--- src/rtl/add_share_sched_if.sv ---
// Request/result bundle between the four requester front ends and the shared adder scheduler.
// The master side drives requests and consumes results; the slave side is the scheduler.
interface add_share_sched_if #(
    parameter int WIDTH = 8
);
    logic [3:0]         req;
    logic [3:0]         mode;
    logic [4*WIDTH-1:0] a_bus;
    logic [4*WIDTH-1:0] b_bus;
    logic [3:0]         clr_acc;
    logic [3:0]         ack;
    logic [WIDTH-1:0]   sum;
    logic [1:0]         sum_id;
    logic               sum_valid;
    logic               ovf;
    logic               out_ready;

    modport master (
        output req, mode, a_bus, b_bus, clr_acc, out_ready,
        input  ack, sum, sum_id, sum_valid, ovf
    );

    modport slave (
        input  req, mode, a_bus, b_bus, clr_acc, out_ready,
        output ack, sum, sum_id, sum_valid, ovf
    );
endinterface

--- src/rtl/add_share_sched.sv ---
// Round-robin share of one signed adder among four requesters (add or private accumulate); 2-cycle latency.
// Backpressure: a held result stalls stage 2, stage 1 then holds and grants stop until out_ready returns.
module add_share_sched #(
    parameter int WIDTH = 8
) (
    input  logic              clk,
    input  logic              reset,
    add_share_sched_if.slave  bus
);
    logic [1:0]       ptr;
    logic             v1;
    logic [WIDTH-1:0] op_a;
    logic [WIDTH-1:0] op_b;
    logic [1:0]       id1;
    logic             mode1;
    logic [WIDTH-1:0] acc [4];

    logic [WIDTH-1:0] sum_r;
    logic [1:0]       sum_id_r;
    logic             sum_valid_r;
    logic             ovf_r;

    logic             stall2;
    logic             adv1;
    logic             grant;
    logic [1:0]       gnt_id;
    logic [1:0]       idx;
    logic [WIDTH-1:0] add_x;
    logic [WIDTH-1:0] add_y;
    logic [WIDTH-1:0] add_res;
    logic             add_ovf;

    assign stall2 = sum_valid_r & ~bus.out_ready;
    assign adv1   = ~v1 | ~stall2;

    always_comb begin
        grant  = 1'b0;
        gnt_id = ptr;
        idx    = ptr;
        for (int k = 0; k < 4; k++) begin
            idx = ptr + 2'(k);
            if (!grant && bus.req[idx]) begin
                grant  = 1'b1;
                gnt_id = idx;
            end
        end
        if (reset || !adv1) begin
            grant = 1'b0;
        end
    end

    assign bus.ack = grant ? (4'b0001 << gnt_id) : 4'b0000;

    // Only stage 2 touches acc, so back-to-back accumulates on one ID see the fresh value.
    always_comb begin
        add_x   = mode1 ? acc[id1] : op_a;
        add_y   = mode1 ? op_a : op_b;
        add_res = add_x + add_y;
        add_ovf = (add_x[WIDTH-1] == add_y[WIDTH-1]) && (add_res[WIDTH-1] != add_x[WIDTH-1]);
    end

    always_ff @(posedge clk or posedge reset) begin
        if (reset) begin
            ptr         <= '0;
            v1          <= 1'b0;
            op_a        <= '0;
            op_b        <= '0;
            id1         <= '0;
            mode1       <= 1'b0;
            sum_r       <= '0;
            sum_id_r    <= '0;
            sum_valid_r <= 1'b0;
            ovf_r       <= 1'b0;
            for (int i = 0; i < 4; i++) begin
                acc[i] <= '0;
            end
        end else begin
            if (adv1) begin
                v1 <= grant;
                if (grant) begin
                    ptr   <= gnt_id + 2'd1;
                    op_a  <= bus.a_bus[int'(gnt_id)*WIDTH +: WIDTH];
                    op_b  <= bus.mode[gnt_id] ? '0 : bus.b_bus[int'(gnt_id)*WIDTH +: WIDTH];
                    id1   <= gnt_id;
                    mode1 <= bus.mode[gnt_id];
                end
            end

            if (!stall2) begin
                if (v1) begin
                    sum_r       <= add_res;
                    sum_id_r    <= id1;
                    sum_valid_r <= 1'b1;
                    ovf_r       <= add_ovf;
                end else begin
                    sum_valid_r <= 1'b0;
                end
            end

            // A clear beats a same-cycle accumulate write; the emitted sum keeps the computed value.
            for (int i = 0; i < 4; i++) begin
                if (bus.clr_acc[i]) begin
                    acc[i] <= '0;
                end else if (!stall2 && v1 && mode1 && (id1 == 2'(i))) begin
                    acc[i] <= add_res;
                end
            end
        end
    end

    assign bus.sum       = sum_r;
    assign bus.sum_id    = sum_id_r;
    assign bus.sum_valid = sum_valid_r;
    assign bus.ovf       = ovf_r;
endmodule

--- src/flat_wrapper.sv ---
// flat-port wrapper written by rule: the top's interface ports become plain ports
module add_share_sched_flat 
#(
    parameter int WIDTH = 8
)
  (clk, reset, bus_req, bus_mode, bus_a_bus, bus_b_bus, bus_clr_acc, bus_out_ready, bus_ack, bus_sum, bus_sum_id, bus_sum_valid, bus_ovf);
  add_share_sched_if #(.WIDTH(WIDTH)) bus_i ();
  input  logic clk;
  input  logic reset;
  input wire logic [$bits(bus_i.req)-1:0] bus_req;
  input wire logic [$bits(bus_i.mode)-1:0] bus_mode;
  input wire logic [$bits(bus_i.a_bus)-1:0] bus_a_bus;
  input wire logic [$bits(bus_i.b_bus)-1:0] bus_b_bus;
  input wire logic [$bits(bus_i.clr_acc)-1:0] bus_clr_acc;
  input wire logic [$bits(bus_i.out_ready)-1:0] bus_out_ready;
  output wire logic [$bits(bus_i.ack)-1:0] bus_ack;
  output wire logic [$bits(bus_i.sum)-1:0] bus_sum;
  output wire logic [$bits(bus_i.sum_id)-1:0] bus_sum_id;
  output wire logic [$bits(bus_i.sum_valid)-1:0] bus_sum_valid;
  output wire logic [$bits(bus_i.ovf)-1:0] bus_ovf;
  assign bus_i.req = bus_req;
  assign bus_i.mode = bus_mode;
  assign bus_i.a_bus = bus_a_bus;
  assign bus_i.b_bus = bus_b_bus;
  assign bus_i.clr_acc = bus_clr_acc;
  assign bus_i.out_ready = bus_out_ready;
  assign bus_ack = bus_i.ack;
  assign bus_sum = bus_i.sum;
  assign bus_sum_id = bus_i.sum_id;
  assign bus_sum_valid = bus_i.sum_valid;
  assign bus_ovf = bus_i.ovf;
  add_share_sched #(.WIDTH(WIDTH)) u_core (.clk(clk), .reset(reset), .bus(bus_i));
endmodule
--- config.mk ---
export PLATFORM = sky130hd
export DESIGN_NAME = add_share_sched_flat
export DESIGN_NICKNAME = d
export VERILOG_FILES = /design/src/rtl/add_share_sched_if.sv /design/src/rtl/add_share_sched.sv /design/src/flat_wrapper.sv
export SDC_FILE = /design/constraint.sdc
export NUM_CORES = 1
export LEC_CHECK = 0
export BUFFER_PORTS_ARGS = -buffer_cell sky130_fd_sc_hd__buf_2
export CAP_MARGIN = 20
export CORE_ASPECT_RATIO = 1.4
export CORE_MARGIN = 5
export CORE_UTILIZATION = 30
export DETAILED_ROUTE_END_ITERATION = 6
export GPL_TIMING_DRIVEN = 0
export HOLD_SLACK_MARGIN = 0.05
export PLACE_DENSITY_LB_ADDON = 0.12
export SLEW_MARGIN = 5
export SYNTH_ARGS = -nofsm -noshare
export SYNTH_HDL_FRONTEND = slang
export SYNTH_SLANG_ARGS = --single-unit
--- constraint.sdc ---
create_clock -name clk -period 3.47 [get_ports clk]
set_input_delay 0.694 -clock clk [delete_from_list [all_inputs] [get_ports clk]]
set_output_delay 0.694 -clock clk [all_outputs]
set_load 0.01 [all_outputs]
==> flow_summary.yaml, run 1 <==
pwr:
  power_density_nw_per_um2: 742.3
  ir_drop_mv: 0.2995
  p_leak_nw: 2.301
critical_path:
  critPathLaunchType: "register"
  worstSetupPathType: "reg -> reg"
  end_kind: "register"
  crit_arrival_ps: 3480
  crit_fanout: 9
  required_ps: 3680
die:
  boundaryPins: 95
  die-area_um2: 15000
  die_w_um: 104.9
  num_rows: 48
  die_h_um: 142.9
  start_util_pct: 30.60
  coreArea_um2: 12370
routing:
  drtPass1Iterations: 4
  vias_per_cell: 5.025
  wl_met3_um: 390
  postRouteAntennaNets: 0
  wl_met1_um: 3923
  wl_per_cell_um: 16.81
  drc: 0
  drt-initial-drc-count: 53
  routed.top_layer: "met4"
  vias: 2799
  drt-total-wl_um: 9364
  routed-wl-met2_um: 4820
status:
  status: "finished clean"
clock_tree:
  cts-root-buf: "clkbuf_16"
  clk_transition_reported_paths_ps: 50
  cts_tree: "yes"
  post-cts-setup-buffers: 0
  cts_max_path_buffers: 2
  clock-sinks: 66
  cts_buffers: 9
  clk_latency_ps: 330
  ctsHoldBuffers: 0
  htreeDepth: 3
grt:
  grt_use_total_pct: 13.10
  grt_pass1_wl_um: 15410
  antenna_found_initial: 0
  grt_pass1_vias: 3096
  grt-ovfl-total: 0
  grt_max_degree: 67
synth:
  yosysTopAreaCell: "dfrtp_1"
  synth_cells: 303
  mappedNetlistNets: 394
  syn_area_um2: 3786
  synthFlopType: "dfrtp_1"
  synthArstFlopShare_pct: 100.0
  synth-xor-area-share_pct: 1.851
  synth_top_family_by_area: "multiplexers"
  synth_compound_area_share_pct: 15.90
  ys_types: 47
  yosysWarnings: 0
  synth.area.top_cells: "dfrtp_1 44%, mux2_2 9.5%, a22o_1 9.3%"
  seq_area_frac_synth_pct: 43.62
  yosys.area.top_type_share_pct: 43.62
  synth_mux_area_share_pct: 23.86
  synth_edf_count: 0
  avgSynthCellArea_um2: 12.50
  ys_ff_latch: 66
  synth-adder-area-share_pct: 4.164
  synthSimpleGateAreaFrac_pct: 7.138
sta:
  hold_ws_ps: 493.0
  finalHoldViolCount: 0
  fin_skew_ps: 6.224
  period_minus_slack_ps: 3269
  setup_ws_ps: 200.9
  post-route-period-util_pct: 94.21
  tightest_slew_ps: 1097
  rsz0062_at_grt: "no"
  final-setup-viol-count: 0
  finalMaxSlewViolations: 0
  fmax_ghz: 0.3059
  slew_headroom_pct: 26.30
placed_design:
  port_buffers: 94
  place_worst_setup_slack_ps: -192.0
  placed_area_um2: 4461
  gp_congestion: 0.7709
  hpwlAfterDp_um: 7309
final_layout:
  area.growth.synth_to_final_pct: 24.16
  drive_above_1_share_pct: 40.54
  final_area_um2: 4701
  fin_nets: 498
  diodes: 0
min_path:
  hold_class: "reg -> reg"
flow_run:
  cap_viol_max_count: 0
-- path summary, 6_finish.rpt --
kind | startpoint | end | slack (ps) | cells past startpoint
hold reg to reg | u_core.acc[10]$_DFFE_PP0P_ | u_core.acc[10]$_DFFE_PP0P_ | 490 | 1
max in group asynchronous | reset | u_core.bus.sum[2]$_DFFE_PP0P_ | 2380 | 2
setup reg to reg | u_core.id1[0]$_DFFE_PP0P_ | u_core.bus.sum[7]$_DFFE_PP0P_ | 200 | 10
setup / recovery | u_core.id1[0]$_DFFE_PP0P_ | u_core.bus.sum[7]$_DFFE_PP0P_ | 200 | 10
hold / removal | u_core.acc[10]$_DFFE_PP0P_ | u_core.acc[10]$_DFFE_PP0P_ | 490 | 1
min in group asynchronous | reset | u_core.ptr[1]$_DFFE_PP0P_ | 550 | 2
-- what timing repair did --
item                       4_1_cts  5_1_grt
pin swaps                        0        0
setup endpoints to repair       10       12
resized for setup                2        2
gates cloned                     0        0
-- layer usage --
| metal | track usage, % | up-vias |
|---|---|---|
| li1 | - | 1371 |
| met1 | 15.48 | 1330 |
| met2 | 22.76 | 84 |
| met3 | 2.804 | 14 |
| met4 | 5.926 | 0 |
| met5 | 0 | - |
-- synthesized netlist by cell type, types with 3 or more instances --
master,n
a21oi_1,12
a22o_1,40
and3_1,4
clkbuf_1,6
dfrtp_1,66
ha_1,11
inv_1,8
mux2_2,32
mux2i_1,16
mux4_1,6
mux4_2,10
nand2_1,17
nand3_1,3
nor2_1,10
nor3_1,3
o21ai_0,10
o21ai_1,4
xnor2_1,5
xor2_1,3
-- layout make-up --
cell class | count | area, um2
flip-flops and latches | 66 | 1652
repair buffers | 95 | 478.0
clock buffers | 9 | 225.2
plain buffers | 11 | 90.09
clock inverters | 2 | 10.01
fillers | 1252 | 7671
multi-input cells | 215 | 2017
inverters | 9 | 41.29
well taps | 150 | 187.7
-- worst max-delay path, stage by stage, from the launching register on --
cell and delay (ps):
dfrtp_1 320, clkbuf_4 240, mux4_2 560, mux2_2 310, ha_1 280, a21o_1 180
a21oi_1 290, a21oi_1 140, a211o_1 340, xor2_2 200, mux2_2 280
-- state kept, by name (all words and copies together) (netlist names) --
register	count
u_core.id1	2
u_core.acc	32
u_core.bus.sum_valid	1
u_core.op_a	8
u_core.mode1	1
u_core.bus.ovf	1
u_core.ptr	2
u_core.bus.sum_id	2
u_core.v1	1
u_core.op_b	8
u_core.bus.sum	8
-- metrics by stage --
step / utilization, % / instances / setup TNS [ps] / power [mW]
finish: 38.00 / 557 / 0 / 3.489
global placement: 35.92 / 547 / -688.2 / 2.752
floorplan: - / 303 / 0 / 2.318
detailed placement: 36.05 / 548 / -1143 / 2.773
global route: 38.00 / 557 / 0 / 3.753
CTS: 37.98 / 559 / 0 / 3.550
-- kinds of logic (layout without fill, tap and decap cells) --
kind of cell / after synthesis / count (layout)
xor gates and xnor gates: 8 / 8
AOI/OAI and AO/OA: 80 / 80
DFF: 66 / 66
muxes: 64 / 64
buffers and inverters: 22 / 126
adders and majority gates: 12 / 12
and+or+nand+nor: 51 / 51
-- placed cells by master, fill, tap and decap left out, types with 3 or more instances in the layout --
cell | Yosys | layout
a21oi_1 | 12 | 12
a22o_1 | 40 | 40
and3_1 | 4 | 4
buf_2 | 1 | 96
clkbuf_1 | 6 | 4
clkbuf_16 | 0 | 9
dfrtp_1 | 66 | 66
ha_1 | 11 | 11
inv_1 | 8 | 7
mux2_2 | 32 | 32
mux2i_1 | 16 | 16
mux4_1 | 6 | 6
mux4_2 | 10 | 10
nand2_1 | 17 | 17
nand3_1 | 3 | 3
nor2_1 | 10 | 10
nor3_1 | 3 | 3
o21ai_0 | 10 | 10
o21ai_1 | 4 | 4
xnor2_1 | 5 | 5
-- where the power goes --
part	total, mW	internal (mW)	switching [mW]	leakage (nW)
combinational	1.63	0.775	0.852	1.32
sequential	1.10	0.970	0.133	0.865
clock	0.759	0.459	0.300	0.119
Note: power is estimated with default switching activity, not from simulation.
==> run 2: changes to the inputs <==
--- a/config.mk
+++ b/config.mk
@@ -9,7 +9,7 @@
 export CAP_MARGIN = 20
 export CORE_ASPECT_RATIO = 1.4
 export CORE_MARGIN = 5
-export CORE_UTILIZATION = 30
+export CORE_UTILIZATION = 54
 export DETAILED_ROUTE_END_ITERATION = 6
 export GPL_TIMING_DRIVEN = 0
 export HOLD_SLACK_MARGIN = 0.05
==> flow_summary.yaml, run 2 (synthesis results as in run 1) <==
sta:
  period_minus_slack_ps: 3271
  finalHoldViolCount: 0
  fin_skew_ps: 9.221
  tightest_slew_ps: 967.9
  post-route-period-util_pct: 94.25
  setup_tns_ps: 0
  final-setup-viol-count: 0
  slew_headroom_pct: 34.98
  fmax_ghz: 0.3058
  finalMaxSlewViolations: 0
  setup_ws_ps: 199.5
  rsz0062_at_grt: "no"
routing:
  wl_per_cell_um: 15.78
  drtPass1Iterations: 4
  drc: 0
  drt-initial-drc-count: 136
  postRouteAntennaNets: 0
  vias: 2812
  drt-total-wl_um: 8031
  vias_per_cell: 5.525
final_layout:
  diodes: 0
  fin_nets: 500
  final_common_cell: "buf_2"
  regMostFlops: "u_core.acc"
  largest_register_ffs: 32
  fin_util_pct: 67.07
  layout_common_cells: "97 x buf_2, 66 x dfrtp_1, 40 x a22o_1, 32 x mux2_2, 17 x nand2_1"
  area.growth.synth_to_final_pct: 22.08
  final_area_um2: 4622
  fill_cells: 560
  drive_above_1_share_pct: 41.06
clock_tree:
  cts-root-buf: "clkbuf_8"
  clk_latency_ps: 340
  ctsHoldBuffers: 0
  cts_buffers: 9
  post-cts-setup-buffers: 0
  clock-sinks: 66
  cts_tree: "yes"
  cts_max_path_buffers: 2
  clk_transition_reported_paths_ps: 70
  htreeDepth: 3
placed_design:
  gp_congestion: 0.7893
  place_worst_setup_slack_ps: -25.09
  hpwlAfterDp_um: 6491
  placed_area_um2: 4400
  port_buffers: 94
critical_path:
  path_cells: "clkbuf_4 > mux4_2 > mux2_2 > ha_1 > fa_1 > a21o_1 > a21oi_1 > o21bai_1 > a21oi_1 > xnor2_2 > mux2_2"
  end_kind: "register"
  rr_worst_depth: 11
  required_ps: 3700
  rr_startpoint: "u_core.id1[0]$_DFFE_PP0P_"
  worstSetupPathType: "reg -> reg"
  reg2reg_slack_ps: 200
  crit_arrival_ps: 3500
  crit_fanout: 9
  max_stage_delay_ps: 540
  rr_endpoint: "u_core.bus.sum[6]$_DFFE_PP0P_"
  critPathLaunchType: "register"
  cp_slowest_cell: "mux4_2"
grt:
  grt_max_degree: 42
  grt_pass1_wl_um: 14030
  grt-ovfl-total: 0
  grt_use_total_pct: 20.59
  grt_pass1_vias: 2986
  antenna_found_initial: 0
status:
  status: "finished clean"
flow_run:
  cap_viol_max_count: 0
die:
  die-area_um2: 8810
  num_rows: 36
  coreArea_um2: 6892
  die_w_um: 80.77
  die_h_um: 109.1
  start_util_pct: 54.94
  boundaryPins: 95
pwr:
  power_density_nw_per_um2: 729.1
  p_total_mw: 3.370
  p_leak_nw: 2.298
  ir_drop_mv: 0.3499
min_path:
  hold_class: "in -> async"
-- run 2: worst max-delay path, delay by kind of cell (launching register included) --
kind / cells / cell delay [ps]
adder cells (fa/ha/maj): 2 / 610
XOR/XNOR: 1 / 150
multiplexers: 3 / 1100
AO/OA/AOI/OAI: 4 / 730
flip-flops: 1 / 330
buffers and inverters: 1 / 230
-- run 2: report_power, final --
group          switching, mW  internal, mW  total (mW)  leakage (nW)
Sequential             0.117         0.968        1.09         0.865
Clock                  0.283         0.370       0.653        0.0986
Combinational          0.843         0.789        1.63          1.33
Total                   1.24          2.13        3.37          2.30
-- run 2: worst max-delay path by stage --
stage | from | to | slack, ps | depth (start not counted)
final | u_core.id1[0]$_DFFE_PP0P_ | u_core.bus.sum[6]$_DFFE_PP0P_ | 200 | 11
after global routing | u_core.mode1$_DFFE_PP0P_ | u_core.bus.sum[7]$_DFFE_PP0P_ | 4 | 10
after CTS | bus_req[3] | bus_ack[2] | 90 | 9
after detailed placement | u_core.mode1$_DFFE_PP0P_ | u_core.bus.sum[7]$_DFFE_PP0P_ | -30 | 10
after global placement | u_core.id1[1]$_DFFE_PP0P_ | u_core.bus.sum[6]$_DFFE_PP0P_ | 40 | 11
after floorplan | u_core.id1[0]$_DFFE_PP0P_ | u_core.bus.sum[6]$_DFFE_PP0P_ | 450 | 11
-- run 2: layer usage --
layer | wire length (um) | track usage, % | up-vias
met5 | 0 | 0 | -
met4 | 184 | 8.213 | 0
met3 | 459 | 3.306 | 18
met2 | 4109 | 35.13 | 98
met1 | 3278 | 25.99 | 1323
li1 | - | - | 1373
-- run 2: final cells by class --
cell class	instances	area, um2	share of cell area (%)
tap	95	118.9	2.572
clock buffer	12	155.1	3.357
sequential	66	1652	35.73
multi-input combinational	215	2018	43.67
timing repair buffer	96	495.5	10.72
buffer	12	93.84	2.030
inverter	9	38.79	0.8392
clock inverter	4	50.05	1.083
-- run 2: metrics by stage --
| step | hold slack, ps | cells |
|---|---|---|
| after floorplan | 460.8 | 303 |
| after global placement | 477.0 | 492 |
| after detailed placement | 477.9 | 494 |
| after CTS | 418.7 | 510 |
| after global routing | 462.3 | 509 |
| final | 411.6 | 509 |
-- run 2: repair_timing --
action	4_1_cts	5_1_grt
endpoints found under the setup margin	3	11
resized for setup	2	3
cloned	0	0
